<file path="config.mk">
export PLATFORM = sky130hd
export DESIGN_NAME = alarm_timer_controller
export DESIGN_NICKNAME = d
export VERILOG_FILES = /design/src/rtl/anti_theft_pkg.sv /design/src/rtl/one_hz_divider.sv /design/src/rtl/alarm_timer_controller.sv
export SDC_FILE = /design/constraint.sdc
export NUM_CORES = 1
export LEC_CHECK = 0
export CORE_MARGIN = 2
export CORE_UTILIZATION = 35
export CTS_BUF_LIST = sky130_fd_sc_hd__clkbuf_4
export DETAILED_ROUTE_END_ITERATION = 10
export GPL_TIMING_DRIVEN = 1
export HOLD_SLACK_MARGIN = 0.15
export PLACE_DENSITY_LB_ADDON = 0.3
export SYNTH_ARGS = -nofsm -noshare
export SYNTH_HDL_FRONTEND = slang
export SYNTH_HIERARCHICAL = 1
export SYNTH_SLANG_ARGS = --single-unit
</file>
<file path="constraint.sdc">
create_clock -name clock -period 4.17 [get_ports clock]
set_input_delay 0.6255 -clock clock [delete_from_list [all_inputs] [get_ports clock]]
set_output_delay 0.6255 -clock clock [all_outputs]
set_load 0.05 [all_outputs]
</file>
<file path="src/rtl/anti_theft_pkg.sv">
// Shared anti-theft definitions: interval selectors, timer state encoding and
// the default delay constants, in seconds.
package anti_theft_pkg;

  localparam logic [1:0] INT_ARM       = 2'b00;
  localparam logic [1:0] INT_DRIVER    = 2'b01;
  localparam logic [1:0] INT_PASSENGER = 2'b10;
  localparam logic [1:0] INT_ALARM     = 2'b11;

  typedef enum logic [1:0] {
    ST_IDLE  = 2'b00,
    ST_COUNT = 2'b01,
    ST_DONE  = 2'b10
  } timer_state_e;

  localparam int ARM_DELAY_S       = 6;
  localparam int DRIVER_DELAY_S    = 8;
  localparam int PASSENGER_DELAY_S = 15;
  localparam int ALARM_ON_S        = 10;

endpackage

</file>
<file path="src/rtl/one_hz_divider.sv">
// Free-running prescaler producing a one-cycle tick every TICK_DIV clocks,
// with a synchronous clear so a fresh countdown always starts on a full second.
module one_hz_divider #(
  parameter int TICK_DIV = 4
) (
  input  logic clock,
  input  logic reset,
  input  logic clear,
  output logic one_hz
);

  localparam int CNT_W = (TICK_DIV > 2) ? $clog2(TICK_DIV) : 1;
  localparam logic [CNT_W-1:0] CNT_LAST = CNT_W'(TICK_DIV - 1);

  logic [CNT_W-1:0] cnt_q;

  always_ff @(posedge clock) begin
    if (reset || clear) begin
      cnt_q <= '0;
    end else if (cnt_q == CNT_LAST) begin
      cnt_q <= '0;
    end else begin
      cnt_q <= cnt_q + 1'b1;
    end
  end

  assign one_hz = (cnt_q == CNT_LAST);

endmodule

</file>
<file path="src/rtl/alarm_timer_controller.sv">
// Programmable delay timer: four delay parameters and the single shared
// one-second countdown used by the anti-theft FSM.
//
//   state    | meaning
//   ST_IDLE  | no countdown since reset; busy=0, expired=0, remaining=0
//   ST_COUNT | counting down; remaining decrements on each one_hz tick
//   ST_DONE  | countdown finished; expired held until next start or reset
module alarm_timer_controller
  import anti_theft_pkg::*;
#(
  parameter int TICK_DIV      = 4,
  parameter int VAL_W         = 4,
  parameter int DEF_ARM       = ARM_DELAY_S,
  parameter int DEF_DRIVER    = DRIVER_DELAY_S,
  parameter int DEF_PASSENGER = PASSENGER_DELAY_S,
  parameter int DEF_ALARM     = ALARM_ON_S
) (
  input  logic             clock,
  input  logic             reset,
  input  logic             start_timer,
  input  logic [1:0]       interval,
  input  logic             reprogram,
  input  logic [1:0]       param_sel,
  input  logic [VAL_W-1:0] param_value,
  output logic             expired,
  output logic             busy,
  output logic [VAL_W-1:0] remaining,
  output logic             one_hz
);

  logic [VAL_W-1:0] param_q [4];
  timer_state_e     state_q;

  one_hz_divider #(
    .TICK_DIV (TICK_DIV)
  ) u_divider (
    .clock  (clock),
    .reset  (reset),
    .clear  (start_timer),
    .one_hz (one_hz)
  );

  // A stored zero would give a zero-length countdown, so it is bumped to 1.
  always_ff @(posedge clock) begin
    if (reset) begin
      param_q[INT_ARM]       <= VAL_W'(DEF_ARM);
      param_q[INT_DRIVER]    <= VAL_W'(DEF_DRIVER);
      param_q[INT_PASSENGER] <= VAL_W'(DEF_PASSENGER);
      param_q[INT_ALARM]     <= VAL_W'(DEF_ALARM);
    end else if (reprogram) begin
      param_q[param_sel] <= (param_value == '0) ? VAL_W'(1) : param_value;
    end
  end

  always_ff @(posedge clock) begin
    if (reset) begin
      state_q   <= ST_IDLE;
      remaining <= '0;
      busy      <= 1'b0;
      expired   <= 1'b0;
    end else if (start_timer) begin
      state_q   <= ST_COUNT;
      remaining <= param_q[interval];
      busy      <= 1'b1;
      expired   <= 1'b0;
    end else begin
      case (state_q)
        ST_COUNT: begin
          if (one_hz) begin
            if (remaining > VAL_W'(1)) begin
              remaining <= remaining - 1'b1;
            end else begin
              remaining <= '0;
              busy      <= 1'b0;
              expired   <= 1'b1;
              state_q   <= ST_DONE;
            end
          end
        end
        ST_DONE: begin
          busy    <= 1'b0;
          expired <= 1'b1;
        end
        default: begin
          busy    <= 1'b0;
          expired <= 1'b0;
        end
      endcase
    end
  end

endmodule

</file>
==> impl_metrics.py, run 1 <==
metrics = {
    "clocking": {
        "h-tree-depth": 1,
        "cts_tree": "built",
        "clock_path_buffers": 2,
        "clk_pin_slew_worst_paths_ns": 0.13,
        "cts_inserted_buffers": 3,
        "cts_hold_buf": 0,
        "clkSinkCount": 26,
        "post-cts-setup-buffer-count": 0,
        "cts_root_buf": "clkbuf_4",
        "postCtsResizedCells": 0,
        "clk-insertion-delay-late_ns": 0.31,
    },
    "setup_path": {
        "r2r_start": "remaining[0]",
        "critPathMaxFanout": 9,
        "worstPathRequired_ns": 3.54,
        "end_kind": "output port",
        "cp.arrival_ns": 1.91,
        "start_kind": "flop",
        "crit_start": "u_divider/cnt_q[0]",
        "critical_path_class": "flop to output port",
    },
    "floorplan": {
        "die_area_um2": 4140,
        "ios": 19,
        "die_y_um": 64.3,
        "fp.dieW_um": 64.3,
        "row_count": 21,
        "core_um2": 3420,
        "start_util_pct": 37.3,
    },
    "synth": {
        "postSynthCellCount": 106,
        "synth.distinct_cells": 36,
        "seq_area_frac_synth_pct": 53.4,
        "synth_seq_cells": 26,
        "yosys_most_used_dff": "edfxtp_1",
        "yosys_warnings": 6,
        "netlist_area_um2": 1270,
        "async_flop_share_pct": 0,
        "synth-edff-count": 16,
        "syn_nets": 122,
        "syn_area_per_cell_um2": 12.0,
    },
    "sta": {
        "hold_viol": 0,
        "fmax_ghz": 0.394,
        "finalCritPeriodShare_pct": 60.9,
        "slew_viol_final": 0,
        "whs_ns": 0.447,
        "finalCriticalPeriod_ns": 2.54,
        "setup_violations": 0,
        "clock-skew-final_ns": 0.000802,
        "worst_slew_pin_slew_ns": 0.580,
        "fin_setup_tns_ns": 0,
        "rsz0062_at_grt": "no",
        "slew_headroom_pct": 61.2,
    },
    "power_and_ir_drop": {
        "irDropWorstVdd_mv": 0.134,
        "p_leak_nw": 0.521,
        "powerDensity_nw_per_um2": 322,
        "p_total_mw": 0.495,
    },
    "placed_design": {
        "placed_area_um2": 1510,
        "gp_congestion": 0.801,
        "numPortBuffers": 18,
        "dp_hpwl_mm": 1.91,
    },
    "outcome": {
        "status": "completed",
    },
    "route": {
        "drt_wl_total_mm": 2.44,
        "dr_total_vias": 883,
        "drt_iter0_drc": 52,
        "wl_met1_mm": 1.07,
        "route.top_layer_used": "met4",
        "wl_per_cell_um": 14.1,
        "wl_met3_um": 74,
        "wl_met2_mm": 1.27,
        "drcViolationCount": 0,
        "viasPerCell": 5.10,
        "first_pass_iters": 4,
        "ant_nets": 0,
    },
    "layout": {
        "fin_area_um2": 1530,
        "antenna-diode-count": 0,
        "final_nets": 144,
        "layout-drive-gt1-share_pct": 12.6,
        "final_common_cell": "clkdlybuf4s50_1",
        "syn_to_final_growth_pct": 20.4,
        "final_util_pct": 44.9,
        "n_fill_cell": 339,
        "layout_common_cells": "clkdlybuf4s50_1, edfxtp_1, dfxtp_1",
    },
    "job": {
        "max-cap-violations": 0,
    },
    "grt": {
        "antenna_found_initial": 0,
        "track_usage_pct": 13.0,
        "grt_max_degree": 15,
        "grt_pass1_wl_mm": 4.06,
        "overflow": 0,
        "grt_pass1_vias": 883,
    },
    "hold_path": {
        "min_from": "u_divider/cnt_q[0]",
        "hp-class": "flop to flop",
    },
}
==> sequential cells by signal, summed over array words and instances, names as in the netlist <==
signal,flops
param_q,16
remaining,4
state_q,2
u_divider/cnt_q,2
busy,1
expired,1
==> path summary, 6_finish.rpt <==
path                                            to  slack (ns)  depth (start not counted)
worst max register to register        remaining[1]        2.44                          5
worst max-delay path                        one_hz        1.63                          2
worst min-delay path            u_divider/cnt_q[0]        0.45                          1
worst min register to register  u_divider/cnt_q[0]        0.45                          1
==> metrics by stage <==
stage,cells,worst slack [ns]
global placement,169,1.62
detailed placement,169,1.54
finish,173,1.63
CTS,173,1.61
global route,173,1.50
floorplan,106,2.29
==> power breakdown <==
part           internal (mW)  switching, mW  leakage, nW
Combinational         0.0393         0.0493        0.265
Sequential             0.291         0.0105        0.240
Clock                 0.0350         0.0698       0.0154
==> cells by family after synthesis <==
| family | count (synthesis) | synth area share (%) |
|---|---|---|
| fa+ha+maj | 4 | 3.93 |
| flops | 26 | 53.4 |
| mux | 4 | 7.96 |
| buf+inv | 8 | 2.36 |
| compound gates | 17 | 10.7 |
| simple gates | 47 | 21.6 |
==> critical path, stage by stage, from the launching register on <==
cell,delay (ns)
dfxtp_1,0.38
ha_1,0.35
clkdlybuf4s50_1,0.87
==> Yosys cell counts (2+ instances only) <==
library cell  number  area (um2)
ha_1               4        50.1
or2_2              7        43.8
nor2_1             8        30.0
nor2b_1            2        12.5
nor3_1             2        10.0
a21oi_1            3        15.0
edfxtp_1          16         480
inv_1              6        22.5
nand3_1            3        15.0
dfxtp_1           10         200
nand2b_1           5        31.3
a311oi_1           3        26.3
and2_1             4        25.0
mux4_1             3        78.8
nand2_1            8        30.0
o31ai_1            2        15.0
==> final cells by class <==
class | instances | area [um2] | share of cell area (%)
Tap cell | 46 | 57.6 | 3.75
Inverter | 7 | 26.3 | 1.71
Multi-Input combinational cell | 72 | 563 | 36.7
Timing Repair Buffer | 18 | 180 | 11.7
Clock inverter | 1 | 3.75 | 0.245
Sequential cell | 26 | 681 | 44.4
Clock buffer | 3 | 22.5 | 1.47
==> per-layer routing <==
metal,up-vias,track usage (%)
li1,442,-
met2,18,23.3
met1,421,15.2
met4,0,4.79
met5,-,0
met3,2,2.82
Note: power is estimated with default switching activity, not from simulation.
==> run 2, diff against run 1 <==
==> constraint.sdc (replaced) <==
create_clock -name clock -period 2.2 [get_ports clock]
set_input_delay 0.33 -clock clock [delete_from_list [all_inputs] [get_ports clock]]
set_output_delay 0.33 -clock clock [all_outputs]
set_load 0.05 [all_outputs]
==> run 2 against run 1 <==
Compared with the run above:
- global-route usage decreased by 1.3 points
- highest routed layer unchanged
- clock skew is essentially flat
- cell count increased by 1.2%
- via count shrank 1.8%
- largest power group unchanged
- die area unchanged
- critical path type unchanged
==> impl_metrics.py, run 2 (synthesis results as in run 1) <==
metrics = {
    "placed_design": {
        "numPortBuffers": 18,
        "dp.cells": 171,
        "gp_congestion": 0.803,
        "dp_hpwl_mm": 1.82,
    },
    "layout": {
        "syn_to_final_growth_pct": 23.5,
        "top_regs": "param_q: 16 flops, remaining: 4 flops",
        "regMostFlops": "param_q",
        "largest_reg_flops": 16,
        "antenna-diode-count": 0,
        "instances_no_fill": 175,
        "layout-drive-gt1-share_pct": 15.5,
        "final_nets": 146,
        "final_common_cell": "clkdlybuf4s50_1",
        "layout_common_cells": "clkdlybuf4s50_1, edfxtp_1, dfxtp_1",
    },
    "clocking": {
        "post-cts-setup-buffer-count": 0,
        "clkSinkCount": 26,
        "cts_inserted_buffers": 3,
        "postCtsResizedCells": 0,
        "h-tree-depth": 1,
        "cts_hold_buf": 0,
        "clk-insertion-delay-late_ns": 0.31,
        "clk_pin_slew_worst_paths_ns": 0.14,
        "clock_path_buffers": 2,
        "cts_tree": "built",
        "cts_root_buf": "clkbuf_4",
    },
    "route": {
        "dr_total_vias": 867,
        "drt_wl_total_mm": 2.32,
        "viasPerCell": 4.95,
        "first_pass_iters": 4,
        "drcViolationCount": 0,
        "wl_per_cell_um": 13.3,
        "ant_nets": 0,
        "drt_iter0_drc": 83,
    },
    "sta": {
        "slew_viol_final": 0,
        "worst_slew_pin_slew_ns": 0.505,
        "setup_violations": 0,
        "slew_headroom_pct": 66.2,
        "fmax_ghz": 0.507,
        "rsz0062_at_grt": "no",
        "hold_viol": 0,
        "finalCriticalPeriod_ns": 1.97,
        "finalCritPeriodShare_pct": 89.6,
        "fin_setup_tns_ns": 0,
        "clock-skew-final_ns": 0.00105,
    },
    "outcome": {
        "status": "completed",
    },
    "hold_path": {
        "hp-class": "flop to flop",
    },
    "setup_path": {
        "critical_path_class": "flop to output port",
        "end_kind": "output port",
        "crit_slowest_cell": "clkdlybuf4s50_1",
        "crit_chain": "clkdlybuf4s50_1",
        "max_stage_delay_ns": 0.85,
        "cp.arrival_ns": 1.64,
        "start_kind": "flop",
        "critPathMaxFanout": 7,
        "path_buf_inv": 1,
        "ff2ff_setup_slack_ns": 0.51,
        "critical-path-top-delay-family": "buffers and inverters",
        "worstPathRequired_ns": 1.87,
    },
    "floorplan": {
        "start_util_pct": 37.3,
        "die_y_um": 64.3,
        "core_um2": 3420,
        "fp.dieW_um": 64.3,
        "die_area_um2": 4140,
        "ios": 19,
        "row_count": 21,
    },
    "grt": {
        "antenna_found_initial": 0,
        "grt_pass1_vias": 826,
        "track_usage_pct": 11.7,
        "grt_max_degree": 16,
        "grt_pass1_wl_mm": 3.68,
        "overflow": 0,
    },
    "power_and_ir_drop": {
        "irDropWorstVdd_mv": 0.362,
        "intPower_mw": 0.811,
        "powerDensity_nw_per_um2": 675,
        "p_leak_nw": 0.546,
        "seqPwrFrac_pct": 53.8,
        "clkPwrFrac_pct": 30.4,
        "combPwrFrac_pct": 15.8,
        "p_switching_mw": 0.251,
        "p_sw_share_pct": 23.6,
    },
    "job": {
        "max-cap-violations": 0,
    },
}
## run 2: cell count changes in the layout (fill, tap and decap cells not counted), sizes merged
cell,previous run,this run
buf,0,3
bufinv,0,1
clkdlybuf4s50,18,17
clkinv,2,1
## run 2: worst paths after layout
kind / startpoint / to / depth (start not counted)
max: remaining[2] / remaining[2] / 1
min: u_divider/cnt_q[0] / u_divider/cnt_q[0] / 1
min reg2reg: u_divider/cnt_q[0] / u_divider/cnt_q[0] / 1
max reg2reg: remaining[0] / remaining[1] / 5
## run 2: power groups by stage
stage                     clock network (mW)  logic [mW]  registers [mW]
final                                  0.323       0.168           0.572
after global routing                   0.345       0.182           0.575
after CTS                              0.326       0.169           0.572
after detailed placement                   0       0.168           0.583
after global placement                     0       0.166           0.582
after floorplan                            0      0.0801           0.602
## run 2: final cells by class
type / count / area, um2
flip-flops and latches: 26 / 681
clock inverters: 1 / 30.0
repair buffers: 20 / 193
multi-input cells: 72 / 563
well taps: 46 / 57.6
fillers: 338 / 1840
inverters: 7 / 26.3
clock buffers: 3 / 22.5
## run 2: layer usage
metal	track usage, %	vias up	part of all wire (%)
met5	0	-	0
met4	2.93	0	0.56
met3	3.35	2	4.6
met2	22.1	22	53
met1	12.8	400	42
li1	-	443	-
## run 2: through the flow
step / instance area (um2) / hold slack [ns] / util, % / power (mW) / worst slack (ns)
after floorplan: 1270 / 0.401 / - / 0.682 / 0.318
after global placement: 1520 / 0.416 / 44.5 / 0.747 / 0.336
after detailed placement: 1520 / 0.434 / 44.5 / 0.751 / 0.271
after CTS: 1570 / 0.453 / 46.0 / 1.07 / 0.223
after global routing: 1570 / 0.468 / 46.0 / 1.10 / 0.174
final: 1570 / 0.447 / 46.0 / 1.06 / 0.229
==> run 3, diff against run 2 <==
--- a/config.mk
+++ b/config.mk
@@ -8,10 +8,12 @@
 export CORE_MARGIN = 2
 export CORE_UTILIZATION = 35
 export CTS_BUF_LIST = sky130_fd_sc_hd__clkbuf_4
+export CTS_CLUSTER_SIZE = 16
 export DETAILED_ROUTE_END_ITERATION = 10
 export GPL_TIMING_DRIVEN = 1
 export HOLD_SLACK_MARGIN = 0.15
 export PLACE_DENSITY_LB_ADDON = 0.3
+export SKIP_LAST_GASP = 1
 export SYNTH_ARGS = -nofsm -noshare
 export SYNTH_HDL_FRONTEND = slang
 export SYNTH_HIERARCHICAL = 1
==> results of run 3 <==
The final DEF is identical to that of run 2; final timing and power are the same.
